[config.mk]
export PLATFORM = sky130hd
export DESIGN_NAME = fetch_unit_flat
export DESIGN_NICKNAME = d
export VERILOG_FILES = /design/src/rtl/simplerisc_pkg.sv /design/src/rtl/fetch_unit_if.sv /design/src/rtl/fetch_unit.sv /design/src/flat_wrapper.sv
export SDC_FILE = /design/constraint.sdc
export NUM_CORES = 1
export LEC_CHECK = 0
export BUFFER_PORTS_ARGS = -buffer_cell sky130_fd_sc_hd__buf_2
export CAP_MARGIN = 0
export CELL_PAD_IN_SITES_DETAIL_PLACEMENT = 0
export CELL_PAD_IN_SITES_GLOBAL_PLACEMENT = 1
export CORE_ASPECT_RATIO = 0.8
export CORE_UTILIZATION = 43
export CTS_CLUSTER_SIZE = 20
export DETAILED_ROUTE_END_ITERATION = 10
export PLACE_DENSITY_LB_ADDON = 0.1
export SYNTH_ARGS = -nofsm -noshare
export SYNTH_HDL_FRONTEND = slang
export SYNTH_SLANG_ARGS = --single-unit
[constraint.sdc]
create_clock -name clk -period 2.4 [get_ports clk]
set_input_delay 0.36 -clock clk [delete_from_list [all_inputs] [get_ports clk]]
set_output_delay 0.36 -clock clk [all_outputs]
set_load 0.01 [all_outputs]
[src/rtl/simplerisc_pkg.sv]
// Shared SimpleRISC definitions used by the fetch stage and its bench.
//   INST_W        instruction word width
//   RESET_PC      default program counter after reset
//   OP_*          control-flow opcodes (inst[31:27]) seen by the decoder
//   fetch_state_t fetch sequencer states
package simplerisc_pkg;

    localparam int          INST_W   = 32;
    localparam logic [31:0] RESET_PC = 32'h0000_0000;

    localparam logic [4:0] OP_BEQ  = 5'b10000;
    localparam logic [4:0] OP_BGT  = 5'b10001;
    localparam logic [4:0] OP_B    = 5'b10010;
    localparam logic [4:0] OP_CALL = 5'b10011;
    localparam logic [4:0] OP_RET  = 5'b10100;

    typedef enum logic [1:0] {
        REQ  = 2'd0,
        WAIT = 2'd1,
        HOLD = 2'd2
    } fetch_state_t;

endpackage

[src/rtl/fetch_unit_if.sv]
// Instruction-memory bus between the fetch stage (master) and memory (slave).
//   imem_req_valid / imem_req_ready : request handshake, transfer when both high
//                                     at a rising edge; valid never drops and
//                                     addr never changes while waiting for ready
//                                     (a redirect is the only exception)
//   imem_addr                       : 4-aligned byte address of the request
//   imem_rsp_valid / imem_rsp_data  : valid-only response, one per accepted
//                                     request, one or more cycles later
interface fetch_unit_if #(
    parameter int ADDR_W = 32
);
    import simplerisc_pkg::*;

    logic              imem_req_valid;
    logic              imem_req_ready;
    logic [ADDR_W-1:0] imem_addr;
    logic              imem_rsp_valid;
    logic [INST_W-1:0] imem_rsp_data;

    modport master (
        output imem_req_valid,
        output imem_addr,
        input  imem_req_ready,
        input  imem_rsp_valid,
        input  imem_rsp_data
    );

    modport slave (
        input  imem_req_valid,
        input  imem_addr,
        output imem_req_ready,
        output imem_rsp_valid,
        output imem_rsp_data
    );

endinterface

[src/rtl/fetch_unit.sv]
// SimpleRISC instruction-fetch stage. Owns the PC, keeps at most one fetch
// outstanding on the imem bus and presents one instruction at a time to decode.
//   clk, rst_n         clock, asynchronous active-low reset
//   imem               instruction-memory bus (master side)
//   branch_taken/_pc   redirect from the branch unit, overrides everything
//   of_ready           decode consumes inst_out this cycle
//   inst_valid/inst_out/pc_out  registered instruction presented to decode
//   dbg_state_o        current sequencer state
module fetch_unit #(
    parameter int                ADDR_W   = 32,
    parameter logic [ADDR_W-1:0] RESET_PC = ADDR_W'(simplerisc_pkg::RESET_PC)
) (
    input  logic                        clk,
    input  logic                        rst_n,
    fetch_unit_if.master                imem,
    input  logic                        branch_taken,
    input  logic [ADDR_W-1:0]           branch_pc,
    input  logic                        of_ready,
    output logic                        inst_valid,
    output logic [31:0]                 inst_out,
    output logic [ADDR_W-1:0]           pc_out,
    output simplerisc_pkg::fetch_state_t dbg_state_o
);
    import simplerisc_pkg::*;

    fetch_state_t      state_q, state_d;
    logic [ADDR_W-1:0] pc_q, pc_d;
    logic [ADDR_W-1:0] req_pc_q, req_pc_d;
    logic [INST_W-1:0] hold_q, hold_d;
    logic              hold_valid_q, hold_valid_d;
    logic              discard_q, discard_d;
    logic              inst_valid_q, inst_valid_d;
    logic [INST_W-1:0] inst_q, inst_d;
    logic [ADDR_W-1:0] pc_out_q, pc_out_d;
    logic              req_valid_q, req_valid_d;

    logic              fire;
    logic              out_free;
    logic [ADDR_W-1:0] target_pc;
    logic              unused_pc_bits;

    assign fire           = req_valid_q & imem.imem_req_ready;
    assign out_free       = ~inst_valid_q | of_ready;
    assign target_pc      = {branch_pc[ADDR_W-1:2], 2'b00};
    assign unused_pc_bits = &{1'b0, branch_pc[1:0]};

    always_comb begin
        state_d      = state_q;
        pc_d         = pc_q;
        req_pc_d     = req_pc_q;
        hold_d       = hold_q;
        hold_valid_d = hold_valid_q;
        discard_d    = discard_q;
        inst_valid_d = inst_valid_q;
        inst_d       = inst_q;
        pc_out_d     = pc_out_q;

        // Consumption by decode; overridden below if something new is loaded.
        if (of_ready) begin
            inst_valid_d = 1'b0;
        end

        if (branch_taken) begin
            pc_d         = target_pc;
            inst_valid_d = 1'b0;
            hold_valid_d = 1'b0;
            unique case (state_q)
                REQ: begin
                    // A request accepted this edge is wrong-path and must be dropped.
                    if (fire) begin
                        state_d   = WAIT;
                        discard_d = 1'b1;
                    end
                end
                WAIT: begin
                    if (imem.imem_rsp_valid) begin
                        state_d   = REQ;
                        discard_d = 1'b0;
                    end else begin
                        discard_d = 1'b1;
                    end
                end
                HOLD:    state_d = REQ;
                default: state_d = REQ;
            endcase
        end else begin
            unique case (state_q)
                REQ: begin
                    if (fire) begin
                        req_pc_d = pc_q;
                        state_d  = WAIT;
                    end
                end
                WAIT: begin
                    if (imem.imem_rsp_valid) begin
                        if (discard_q) begin
                            discard_d = 1'b0;
                            state_d   = REQ;
                        end else if (out_free) begin
                            inst_d       = imem.imem_rsp_data;
                            pc_out_d     = req_pc_q;
                            inst_valid_d = 1'b1;
                            pc_d         = req_pc_q + ADDR_W'(4);
                            state_d      = REQ;
                        end else begin
                            hold_d       = imem.imem_rsp_data;
                            hold_valid_d = 1'b1;
                            pc_d         = req_pc_q + ADDR_W'(4);
                            state_d      = HOLD;
                        end
                    end
                end
                HOLD: begin
                    // req_pc_q still names the held word: no request is issued in HOLD.
                    if (of_ready && hold_valid_q) begin
                        inst_d       = hold_q;
                        pc_out_d     = req_pc_q;
                        inst_valid_d = 1'b1;
                        hold_valid_d = 1'b0;
                        state_d      = REQ;
                    end
                end
                default: state_d = REQ;
            endcase
        end

        // Registered request valid: low in reset, high the cycle after release.
        req_valid_d = (state_d == REQ);
    end

    always_ff @(posedge clk or negedge rst_n) begin
        if (!rst_n) begin
            state_q      <= REQ;
            pc_q         <= RESET_PC;
            req_pc_q     <= RESET_PC;
            hold_q       <= '0;
            hold_valid_q <= 1'b0;
            discard_q    <= 1'b0;
            inst_valid_q <= 1'b0;
            inst_q       <= '0;
            pc_out_q     <= '0;
            req_valid_q  <= 1'b0;
        end else begin
            state_q      <= state_d;
            pc_q         <= pc_d;
            req_pc_q     <= req_pc_d;
            hold_q       <= hold_d;
            hold_valid_q <= hold_valid_d;
            discard_q    <= discard_d;
            inst_valid_q <= inst_valid_d;
            inst_q       <= inst_d;
            pc_out_q     <= pc_out_d;
            req_valid_q  <= req_valid_d;
        end
    end

    assign imem.imem_req_valid = req_valid_q;
    assign imem.imem_addr      = pc_q;
    assign inst_valid          = inst_valid_q;
    assign inst_out            = inst_q;
    assign pc_out              = pc_out_q;
    assign dbg_state_o         = state_q;

endmodule

[src/flat_wrapper.sv]
// flat-port wrapper written by rule: the top's interface ports become plain ports
module fetch_unit_flat import simplerisc_pkg::*;
#(
    parameter int                ADDR_W   = 32,
    parameter logic [ADDR_W-1:0] RESET_PC = ADDR_W'(simplerisc_pkg::RESET_PC)
)
  (clk, rst_n, branch_taken, branch_pc, of_ready, inst_valid, inst_out, pc_out, dbg_state_o, imem_imem_req_valid, imem_imem_addr, imem_imem_req_ready, imem_imem_rsp_valid, imem_imem_rsp_data);
  fetch_unit_if #(.ADDR_W(ADDR_W)) imem_i ();
  input  logic clk;
  input  logic rst_n;
  input  logic branch_taken;
  input  logic [ADDR_W-1:0] branch_pc;
  input  logic of_ready;
  output logic inst_valid;
  output logic [31:0] inst_out;
  output logic [ADDR_W-1:0] pc_out;
  output simplerisc_pkg::fetch_state_t dbg_state_o;
  output wire logic [$bits(imem_i.imem_req_valid)-1:0] imem_imem_req_valid;
  output wire logic [$bits(imem_i.imem_addr)-1:0] imem_imem_addr;
  input wire logic [$bits(imem_i.imem_req_ready)-1:0] imem_imem_req_ready;
  input wire logic [$bits(imem_i.imem_rsp_valid)-1:0] imem_imem_rsp_valid;
  input wire logic [$bits(imem_i.imem_rsp_data)-1:0] imem_imem_rsp_data;
  assign imem_imem_req_valid = imem_i.imem_req_valid;
  assign imem_imem_addr = imem_i.imem_addr;
  assign imem_i.imem_req_ready = imem_imem_req_ready;
  assign imem_i.imem_rsp_valid = imem_imem_rsp_valid;
  assign imem_i.imem_rsp_data = imem_imem_rsp_data;
  fetch_unit #(.ADDR_W(ADDR_W), .RESET_PC(RESET_PC)) u_core (.clk(clk), .rst_n(rst_n), .imem(imem_i), .branch_taken(branch_taken), .branch_pc(branch_pc), .of_ready(of_ready), .inst_valid(inst_valid), .inst_out(inst_out), .pc_out(pc_out), .dbg_state_o(dbg_state_o));
endmodule
* Yosys cells after proc, flatten, opt, wreduce, memory -nomap -nowiden
Cells that the tools add are included.
** Operators by class
- Add/sub/neg operators :: 1
- Multipliers :: 0
- Div/mod/pow operators :: 0
- Magnitude comparators :: 0
- Eq/ne operators :: 12
- Shifts and indexed selects :: 0
- Multiplexer cells :: 42
- Bitwise logic cells :: 6
- Reductions and logical operators :: 14
** Operators by type and width (number)
- $mux 32 :: 12
- $pmux 32 s2 :: 2
- $add 32x3->32 const B :: 1
- $mux 1 :: 16
- $mux 2 :: 7
- $reduce_and 5->1 :: 2
- $ne 3x3->1 const B :: 3
- $reduce_bool 2->1 :: 4
- $ne 2x2->1 const B :: 3
- $ne 3x2->1 const B :: 2
- $pmux 1 s2 :: 3
- $pmux 2 s3 :: 1
- $reduce_and 3->1 :: 2
- $reduce_and 6->1 :: 1
- $logic_not 2->1 :: 2
- $ne 2x1->1 const B :: 2
- $not 1->1 :: 4
- $pmux 2 s2 :: 1
- $reduce_and 4->1 :: 1
- $reduce_bool 3->1 :: 1
- $eq 2x1->1 const B :: 1
- $eq 2x2->1 const B :: 1
- $and 1x1->1 :: 1
- $logic_and 1x1->1 :: 1
- $or 1x1->1 :: 1
** Storage, ports and cells
- Flip-flop bits (word level) :: 166
- Bits in latches :: 0
- Memory bits (writable) :: 0
- Memory bits (read-only) :: 0
- Output and inout bits :: 100
- Word-level logic and storage cells :: 85
- Memories kept :: 0

* Logic depth before layout (Yosys ltp)
Gate-level depths: netlist of run 1.
- Word-level depth :: 8
- Mapped depth :: 9
- Mapped depth without buffers :: 7

* Worst setup path before layout of run 1
No wires, ideal clock.
- Path kind :: register -> register
- Start point :: reg u_core.state_q[1], in the netlist u_core.dbg_state_o[1]
- End point :: reg u_core.hold_q[7]
- Library setup time :: 0.128 ns
- Arrival :: 2.064 ns
- Slack :: 0.209 ns
- Cell stages (with the launch flop) :: 9
- Buffers on the path :: 2
- Period minus slack after synthesis :: 2.191 ns
- Cell sequence :: dfrtp_1 -> inv_1 -> ha_1 -> nand2_1 -> or2_1 -> or3_1 -> clkbuf_1 -> buf_2 -> mux2_1
** Between the ends
- Longest elaborated chain between the ends :: 2
** Ends and longest elaborated chain
- start, declared :: line fetch_unit.sv:26 : fetch_state_t state_q, state_d;
- start signal, assigned :: line fetch_unit.sv:144 : state_q <= state_d;
- $eq 2x1->1 :: line fetch_unit.sv:87 : unique case (state_q)
- $reduce_and 5->1 (no source line)
- end signal, assigned :: line fetch_unit.sv:147 : hold_q <= hold_d;
- end, declared :: line fetch_unit.sv:29 : logic [INST_W-1:0] hold_q, hold_d;
No other way between the ends.
A chain may end at the register's enable or synchronous reset.

* Final worst setup path of run 1
Same ends and word-level chain as after synthesis.

==> results.md, run 1 <==
| Item | Value |
| --- | --- |
| Slew of the pin with the lowest slew margin | 939 ps |
| Cell count after synthesis | 639 |
| Final design instance area without fill | 0.00929 mm^2 |
| Data required time of the critical path | 2710 ps |
| Syn_area_per_cell | 11.7 um^2 |
| Tightest slew margin relative to the limit | 0.374 |
| Maximum root-to-sink buffer count | 2 |
| Proportion of power drawn by combinational gates | 0.286 |
| Async S/R FF share, synth | 1.00 |
| Number of DRC markers in iteration 0 | 230 |
| Number of routed nets with antenna violations | 0 |
| DR WL/cell | 17.5 um |
| Sequential area share after synthesis | 0.554 |
| Synthesized net count | 714 |
| Final design utilization | 0.553 |
| Met1 track demand over resource in global routing | 0.303 |
| Cell with the largest stage delay on the worst path | dfrtp_1 |
| Global-route met2 utilization | 0.320 |
| Clock tree from TritonCTS | built |
| Via count of the first global-routing pass | 5,528 |
| Fill count | 1,498 |
| Maximum frequency from static timing analysis | 444 MHz |
| Yosys warns | 0 |
| Worst hold slack | 145 ps |
| Number of nets in the layout | 875 |
| Hold-critical path depth | 3 |
| Power dissipated by switching net loads | 3.35 mW |
| DP Worst Slack | 146 ps |
| Part of the cycle the worst path needs | 0.938 |
| Power density of the placed cells | 1100 mW/mm^2 |
| Clk Latency, worst-skew pair | 420 ps |
| Hold WC Path Type | input port to flop |
| Combinational family with the most area after synthesis | multiplexers |
| Final max-slew violation count | 0 |
| Die width | 150 um |
| Instance area after placement | 0.00865 mm^2 |
| Power after layout | 10.2 mW |
| Top flip-flop cell by instance count after synthesis | dfrtp_1 |
| Max-cap check violation count | 0 |
| Synthesized-area fraction occupied by ao, oa, aoi and oai cells | 0.0985 |
| Number of cells in the design after placement | 1,000 |
| Cell type with the highest aggregate area in the netlist | dfrtp_1 |
| Count of hold-fix buffers inserted at cts | 1 |
| Worst path setup slack after routing | 148 ps |
| Count of clock tree sinks | 166 |
| Design internal power | 6.90 mW |
| Starting density of the core | 0.446 |
| Core Region | 0.0168 mm^2 |
| Port Buf Inserts | 167 |
| Arithmetic-cell share of the synthesized area counting full adders, half adders and majority gates | 0.00835 |
| Wire length of the first global-routing pass | 29,400 um |
| Dpl hpwl | 12,200 um |
| First-pass iteration count of the detailed router | 5 |
| Clock network fraction of design power | 0.279 |
| Seq. cell area | 0.00415 mm^2 |
| Share of the synthesized area in the top cell type | 0.554 |
| H-Tree Level Count | 4 |
| Critical Path Max Stage Delay | 410 ps |
| Area of the multi-input gates | 0.00314 mm^2 |
| GR Util All Layers | 0.213 |
| DR vias | 5,529 |
| Crit end category | flop |
| Overall routed net length | 18,100 um |
| Run status | complete, no violations |
| CTS buffer count | 17 |
| Number of standard-cell rows in the floorplan | 42 |
| Netlist Area Pre-Place | 0.00749 mm^2 |
| Yosys cell types | 44 |
| # DRC | 0 |
| Final count of negative-setup-slack endpoints | 0 |
| Min Tclk post-route | 2250 ps |
| Total of cells resized after clock tree synthesis | 0 |
| Layout cells sized above 1 | 0.396 |
| Die outline area | 0.0180 mm^2 |
| Routed vias/inst | 5.35 |
| Final setup skew | 7.96 ps |
| Y dimension of the die | 120 um |
| Clock transition at path regs | 70 ps |
| Kind of launch point of the worst setup path | flop |
| Number of enable-type register cells in the synthesized netlist | 0 |
| Initial antenna violation count | 0 |
| Antenna fix cells | 0 |
| Switching power share of the total | 0.327 |
| Critical Setup Path Class | flop to flop |
| Maximum fanout count along the critical path | 32 |
| Post-route insts no fill | 1,033 |
| Part of the power in registers | 0.434 |
| Met3 Track Usage GR | 0.0559 |
| Synthesized-area fraction occupied by and/or/nand/nor cells | 0.0810 |
| Most congested layer reported by global routing | met2 |
| Buffer cell driving the clock tree root | clkbuf_16 |
| Largest cells by area after synthesis | dfrtp_1 (55%), mux2_2 (14%), mux2i_1 (5.1%) |
| Flip-flop and latch count after synthesis | 166 |
| Routability congestion estimate from global placement | 0.798 |
| Xor/xnor share of the synthesized area | 0.0304 |
| Global route overflow | 0 |
| Leakage component of the power | 4.32 nW |
| Cells traversed along the worst timing path | inv_1 -> ha_1 -> nand2_1 -> or2_1 -> or3_1 -> buf_4 -> mux2_1 |
| Maximum number of pins on one net before global-route repair | 65 |
| Portion of netlist area occupied by mux cells | 0.196 |
| Number of cells on the worst reg-to-reg path | 7 |
| Number of setup buffers added after CTS | 0 |
| Highest ir drop seen on vdd | 528 uV |
| Top-level I/O count | 170 |
| Unrepaired setup endpoints after global routing | no |
| Total count of hold-check failures in the final report | 0 |
| Worst endpoint data arrival time | 2560 ps |
| Summed negative setup slack over all endpoints | 0 ps |
| P&R area growth vs syn | 24.0% |
## metal layers
| metal | vias to the layer above | wire [um] |
|---|---|---|
| met5 | - | 0 |
| met2 | 133 | 8240 |
| li1 | 2621 | - |
| met3 | 15 | 971 |
| met4 | 0 | 189 |
| met1 | 2760 | 8670 |
## cells in the mapped netlist (all sizes together) (2+ instances only)
| cell type | number |
|---|---|
| dfrtp | 166 |
| mux2 | 97 |
| nand2 | 59 |
| a21oi | 47 |
| mux2i | 38 |
| a31oi | 33 |
| clkbuf | 33 |
| nor2 | 19 |
| o21ai | 17 |
| xnor2 | 17 |
| nor3 | 14 |
| o221ai | 14 |
| buf | 13 |
| inv | 12 |
| xor2 | 9 |
| nand3 | 8 |
| nand4 | 8 |
| ha | 5 |
| or3 | 5 |
| nor3b | 3 |
| or2 | 3 |
| a221o | 2 |
| nand2b | 2 |
| nor4 | 2 |
| or4 | 2 |
## critical path: cells and delay by family (launching register included)
kind                     cells  cell delay (ps)
AND/OR/NAND/NOR              3              770
flip-flops                   1              410
multiplexers                 1              360
buffers and inverters        2              400
adder cells (fa/ha/maj)      1              190
## kinds of logic (layout without fill, tap and decap cells)
logic type	after synthesis	count (layout)
flip-flops	166	166
XOR/XNOR	26	26
adder cells (fa/ha/maj)	5	5
AO/OA/AOI/OAI	121	121
buffers and inverters	58	232
AND/OR/NAND/NOR	128	128
multiplexers	135	135
## placed cells by master (no fill, tap or decap), types with 2 or more instances in the layout
| cell type | n |
|---|---|
| o21ai_0 | 16 |
| a221o_1 | 2 |
| a21oi_1 | 46 |
| mux2i_1 | 38 |
| xor2_1 | 9 |
| nor3_1 | 14 |
| xnor2_1 | 17 |
| buf_2 | 166 |
| nor2_1 | 19 |
| clkinv_4 | 4 |
| or3_1 | 4 |
| dfrtp_1 | 166 |
| nor3b_1 | 3 |
| ha_1 | 4 |
| buf_12 | 4 |
| o221ai_1 | 14 |
| a31oi_1 | 33 |
| mux2_2 | 96 |
| nand2_1 | 59 |
| buf_4 | 16 |
| clkbuf_1 | 2 |
| clkbuf_8 | 4 |
| inv_1 | 12 |
| nand4_1 | 7 |
| clkbuf_16 | 17 |
| nand3_1 | 8 |
| or2_2 | 2 |
| nand2b_1 | 2 |
| nor4_1 | 2 |
| bufinv_16 | 3 |
## layout make-up
| type | instances | share of cell area |
|---|---|---|
| inverters | 12 | 0.00485 |
| clock inverters | 9 | 0.0152 |
| flip-flops and latches | 166 | 0.447 |
| repair buffers | 188 | 0.113 |
| multi-input cells | 415 | 0.337 |
| clock buffers | 23 | 0.0525 |
| well taps | 220 | 0.0296 |
## state kept, by name (all words and copies together) (netlist names), 2 cells and up
register,cells
u_core.hold_q,32
u_core.pc_out,32
u_core.inst_out,32
u_core.imem.imem_addr,32
u_core.req_pc_q,32
u_core.dbg_state_o,2
## final timing paths
path | startpoint | slack [ps] | to
max | u_core.dbg_state_o[1] | 150 | u_core.hold_q[7]
min | branch_pc[10] | 150 | u_core.imem.imem_addr[10]
max reg2reg | u_core.dbg_state_o[1] | 150 | u_core.hold_q[7]
min reg2reg | u_core.hold_q[7] | 490 | u_core.hold_q[7]
max in group asynchronous | rst_n | 1220 | u_core.inst_out[23]
min in group asynchronous | rst_n | 480 | u_core.inst_out[6]
## power by group through the flow
| stage | combinational [mW] | clock, mW | sequential, mW |
|---|---|---|---|
| after global routing | 3.25 | 3.07 | 4.59 |
| after floorplan | 1.50 | 0 | 4.65 |
| after global placement | 2.91 | 0 | 4.45 |
| after CTS | 2.98 | 2.94 | 4.45 |
| final | 2.94 | 2.86 | 4.45 |
| after detailed placement | 2.97 | 0 | 4.49 |
No activity file was read; power rests on OpenSTA's default activity.
==> inputs of run 2 (changes only) <==
Settings changed: REMOVE_ABC_BUFFERS set to 1.
==> results.md, run 2 (synthesis results as in run 1) <==
| Item | Value |
| --- | --- |
| Initial antenna violation count | 0 |
| Die outline area | 0.0180 mm^2 |
| Final count of negative-setup-slack endpoints | 0 |
| P&R area growth vs syn | 24.2% |
| Number of cells on the worst reg-to-reg path | 7 |
| Core Region | 0.0168 mm^2 |
| Critical Path Max Stage Delay | 420 ps |
| Port Buf Inserts | 167 |
| Maximum number of pins on one net before global-route repair | 94 |
| Max-cap check violation count | 0 |
| Maximum fanout count along the critical path | 32 |
| Final design instance area without fill | 0.00931 mm^2 |
| Tightest slew margin relative to the limit | 0.368 |
| Worst path setup slack after routing | 174 ps |
| Leakage component of the power | 4.33 nW |
| Number of setup buffers added after CTS | 0 |
| Worst endpoint data arrival time | 2520 ps |
| Met3 Track Usage GR | 0.0563 |
| Number of routed nets with antenna violations | 0 |
| Min Tclk post-route | 2230 ps |
| Critical Setup Path Class | flop to flop |
| Maximum root-to-sink buffer count | 2 |
| Power after layout | 10.4 mW |
| Hold-critical path depth | 3 |
| Final max-slew violation count | 0 |
| Global-route met2 utilization | 0.319 |
| Data required time of the critical path | 2690 ps |
| CTS buffer count | 17 |
| # DRC | 0 |
| Clk Latency, worst-skew pair | 420 ps |
| Maximum frequency from static timing analysis | 449 MHz |
| Leading cell types in the layout, fill and taps excluded | buf_2 (166), dfrtp_1 (166), mux2_2 (96) |
| Count of clock tree sinks | 166 |
| Wire length of the first global-routing pass | 29,700 um |
| DP Worst Slack | 187 ps |
| Starting density of the core | 0.446 |
| Total of cells resized after clock tree synthesis | 0 |
| H-Tree Level Count | 4 |
| Highest ir drop seen on vdd | 534 uV |
| Instance area after placement | 0.00864 mm^2 |
| First-pass iteration count of the detailed router | 4 |
| Via count of the first global-routing pass | 5,564 |
| Power density of the placed cells | 1120 mW/mm^2 |
| Antenna fix cells | 0 |
| Slew of the pin with the lowest slew margin | 948 ps |
| Total count of hold-check failures in the final report | 0 |
| Run status | complete, no violations |
| GR Util All Layers | 0.215 |
| Kind of launch point of the worst setup path | flop |
| DR vias | 5,522 |
| Crit end category | flop |
| Number of cells in the design after placement | 1,000 |
| Cells traversed along the worst timing path | inv_1 -> ha_1 -> nand2_1 -> or2_1 -> or3_1 -> buf_12 -> mux2_1 |
| Number of DRC markers in iteration 0 | 251 |
| Routability congestion estimate from global placement | 0.804 |
| Y dimension of the die | 120 um |
| Part of the cycle the worst path needs | 0.927 |
| Worst hold slack | 137 ps |
| Unrepaired setup endpoints after global routing | no |
| Overall routed net length | 18,000 um |
| Most congested layer reported by global routing | met2 |
| Post-route insts no fill | 1,033 |
| Global route overflow | 0 |
| Layout cells sized above 1 | 0.399 |
| Top-level I/O count | 170 |
| Number of nets in the layout | 875 |
| Dpl hpwl | 12,100 um |
| Hold WC Path Type | input port to flop |
| Routed vias/inst | 5.35 |
| Number of standard-cell rows in the floorplan | 42 |
| Cell with the largest stage delay on the worst path | dfrtp_1 |
| Clock transition at path regs | 70 ps |
| Count of hold-fix buffers inserted at cts | 1 |
| Die width | 150 um |
| Buffer cell driving the clock tree root | clkbuf_16 |
| Clock tree from TritonCTS | built |
| DR WL/cell | 17.4 um |
| Final setup skew | 13.6 ps |
| Met1 track demand over resource in global routing | 0.309 |
[run 2: final timing paths]
kind / start / endpoint / slack (ps)
max: u_core.dbg_state_o[1] / u_core.hold_q[7] / 170
min: branch_pc[7] / u_core.imem.imem_addr[7] / 140
max reg2reg: u_core.dbg_state_o[1] / u_core.hold_q[7] / 170
min reg2reg: u_core.pc_out[16] / u_core.pc_out[16] / 500
max in group asynchronous: rst_n / u_core.req_pc_q[11] / 1440
min in group asynchronous: rst_n / u_core.inst_out[20] / 510
[run 2: power breakdown]
part           switching (mW)  total (mW)  internal (mW)  leakage, nW
logic                    1.50        2.94           1.45         1.93
registers               0.730        4.43           3.70         2.08
clock network            1.12        3.03           1.91        0.314
total                    3.35        10.4           7.05         4.33
[run 2: area by class of cell]
class                      count  area (um^2)
fill                        1504         7500
sequential                   166         4150
multi-input combinational    415         3140
timing repair buffer         188         1040
clock buffer                  21          460
tap                          220          275
clock inverter                11          196
inverter                      12         45.0
[run 2: per-stage QoR]
stage | TNS, ps | utilization
floorplan | -214450 | -
global placement | 0 | 0.514
detailed placement | 0 | 0.514
CTS | 0 | 0.554
global route | 0 | 0.554
finish | 0 | 0.554
[run 2: worst max-delay path, delay by kind of cell, from the launching register on]
family	cells	cell delay (ps)
AND/OR/NAND/NOR	3	850
multiplexers	1	320
adder cells (fa/ha/maj)	1	170
flip-flops	1	420
buffers and inverters	2	330
[run 2: routing by layer]
| metal | vias to the layer above | part of all wire |
|---|---|---|
| met1 | 2740 | 0.49 |
| met4 | 0 | 0.0098 |
| met3 | 15 | 0.056 |
| met2 | 136 | 0.45 |
| li1 | 2631 | - |
| met5 | - | 0 |
==> inputs of run 3 (changes only) <==
Settings changed: PLACE_DENSITY set to 0.8, PLACE_DENSITY_LB_ADDON 0.1 to not set.
==> results.md, run 3 (synthesis results as in run 1) <==
| Item | Value |
| --- | --- |
| Number of standard-cell rows in the floorplan | 42 |
| Area of the multi-input gates | 0.00314 mm^2 |
| Buffer cell driving the clock tree root | clkbuf_16 |
| Clock transition at path regs | 70 ps |
| Overall routed net length | 18,400 um |
| Total of cells resized after clock tree synthesis | 0 |
| Number of routed nets with antenna violations | 0 |
| Critical Setup Path Class | flop to flop |
| Core Region | 0.0168 mm^2 |
| Tightest slew margin relative to the limit | 0.396 |
| Slew of the pin with the lowest slew margin | 906 ps |
| Layout cells sized above 1 | 0.397 |
| Antenna fix cells | 0 |
| Final setup skew | 14.2 ps |
| Maximum fanout count along the critical path | 32 |
| GR Util All Layers | 0.212 |
| Maximum frequency from static timing analysis | 441 MHz |
| Total count of hold-check failures in the final report | 0 |
| Kind of launch point of the worst setup path | flop |
| Number of cells on the worst reg-to-reg path | 7 |
| Final design utilization | 0.550 |
| Max-cap check violation count | 0 |
| Starting density of the core | 0.446 |
| Final count of negative-setup-slack endpoints | 0 |
| Run status | complete, no violations |
| Hold WC Path Type | input port to flop |
| Number of DRC markers in iteration 0 | 302 |
| Maximum number of pins on one net before global-route repair | 65 |
| Setup slack of the most critical reg-to-reg path | 130 ps |
| Count of clock tree sinks | 166 |
| Worst setup path startpoint | u_core.dbg_state_o[1] |
| Power density of the placed cells | 1110 mW/mm^2 |
| Wire length of the first global-routing pass | 29,600 um |
| Clock tree from TritonCTS | built |
| Routability congestion estimate from global placement | 0.791 |
| Y dimension of the die | 120 um |
| Worst path setup slack after routing | 130 ps |
| Hold-critical path depth | 3 |
| P&R area growth vs syn | 23.3% |
| Worst endpoint data arrival time | 2570 ps |
| Part of the cycle the worst path needs | 0.946 |
| Via count of the first global-routing pass | 5,616 |
| Leading cell types in the layout, fill and taps excluded | buf_2 (166), dfrtp_1 (166), mux2_2 (96) |
| H-Tree Level Count | 4 |
| Clk Latency, worst-skew pair | 420 ps |
| Seq. cell area | 0.00415 mm^2 |
| Leakage component of the power | 4.28 nW |
| Die outline area | 0.0180 mm^2 |
| Highest ir drop seen on vdd | 516 uV |
| # DRC | 0 |
| CTS buffer count | 17 |
| Port Buf Inserts | 167 |
| Global route overflow | 0 |
| Unrepaired setup endpoints after global routing | no |
| Startpoint of the most critical hold path | branch_pc[7] |
| Fill count | 1,475 |
| Top-level I/O count | 170 |
| Crit end category | flop |
| First-pass iteration count of the detailed router | 5 |
| Routed vias/inst | 5.42 |
| Initial antenna violation count | 0 |
| Data required time of the critical path | 2700 ps |
| Die width | 150 um |
| DR WL/cell | 17.9 um |
| DP Worst Slack | 136 ps |
| DR vias | 5,582 |
| Launch point of the worst reg-to-reg path | u_core.dbg_state_o[1] |
| Final max-slew violation count | 0 |
| Number of nets in the layout | 871 |
| Maximum root-to-sink buffer count | 2 |
| Number of setup buffers added after CTS | 0 |
| Dpl hpwl | 12,200 um |
| Min Tclk post-route | 2270 ps |
run 3: cell count changes in the layout (fill, tap and decap cells not counted), moves of 2 or more:
cell | before | now
bufinv_16 | 5 | 3
inv_6 | 1 | 4
clkbuf_1 | 2 | 0
buf_4 | 17 | 13
clkinvlp_4 | 2 | 4
run 3: layer usage:
| metal | up-vias | GRT usage | wire (um) |
|---|---|---|---|
| met1 | 2815 | 0.291 | 8290 |
| met5 | - | 0 | 0 |
| met3 | 13 | 0.0525 | 945 |
| met4 | 0 | 0.0561 | 169 |
| li1 | 2606 | - | - |
| met2 | 148 | 0.335 | 8970 |
run 3: critical path: stages (launching register included):
cell and delay, ps:
dfrtp_1 420, inv_1 120, ha_1 180, nand2_1 120, or2_1 290, or3_1 360
buf_4 270, mux2_1 370
run 3: per-stage QoR:
| stage | cells | setup TNS [ps] | instance area (um^2) | power, mW | hold slack [ps] |
|---|---|---|---|---|---|
| 6_report | 1029 | 0 | 9240 | 10.3 | 140 |
| 4_1_cts | 1029 | 0 | 9240 | 10.4 | 125 |
| 5_1_grt | 1029 | 0 | 9240 | 10.9 | 127 |
| 2_1_floorplan | 593 | -214450 | 7310 | 6.10 | 64.4 |
| 3_3_place_gp | 996 | 0 | 8610 | 7.32 | 346 |
| 3_5_place_dp | 996 | 0 | 8610 | 7.48 | 351 |
run 3: worst paths after layout:
kind,end
hold reg to reg,u_core.pc_out[13]
max in group asynchronous,u_core.pc_out[16]
min in group asynchronous,u_core.hold_q[29]
setup reg to reg,u_core.hold_q[7]
setup / recovery,u_core.hold_q[7]
hold / removal,u_core.imem.imem_addr[7]
run 3: power by group:
| part | total (mW) | switching, mW | internal (mW) | leakage (nW) |
|---|---|---|---|---|
| clock network | 2.88 | 1.17 | 1.71 | 0.293 |
| logic | 2.95 | 1.52 | 1.44 | 1.91 |
| registers | 4.47 | 0.769 | 3.70 | 2.08 |
run 3: area by class of cell:
class	instances	share of cell area
clock buffer	19	0.0490
clock inverter	13	0.0183
inverter	12	0.00487
multi-input combinational	415	0.339
sequential	166	0.449
tap	220	0.0298
timing repair buffer	184	0.109
run 3: repair_timing:
item | 4_1_cts | 5_1_grt
hold buffers | 1 | 0
endpoints found under the setup margin | 0 | 0
endpoints found under the hold margin | 48 | 0
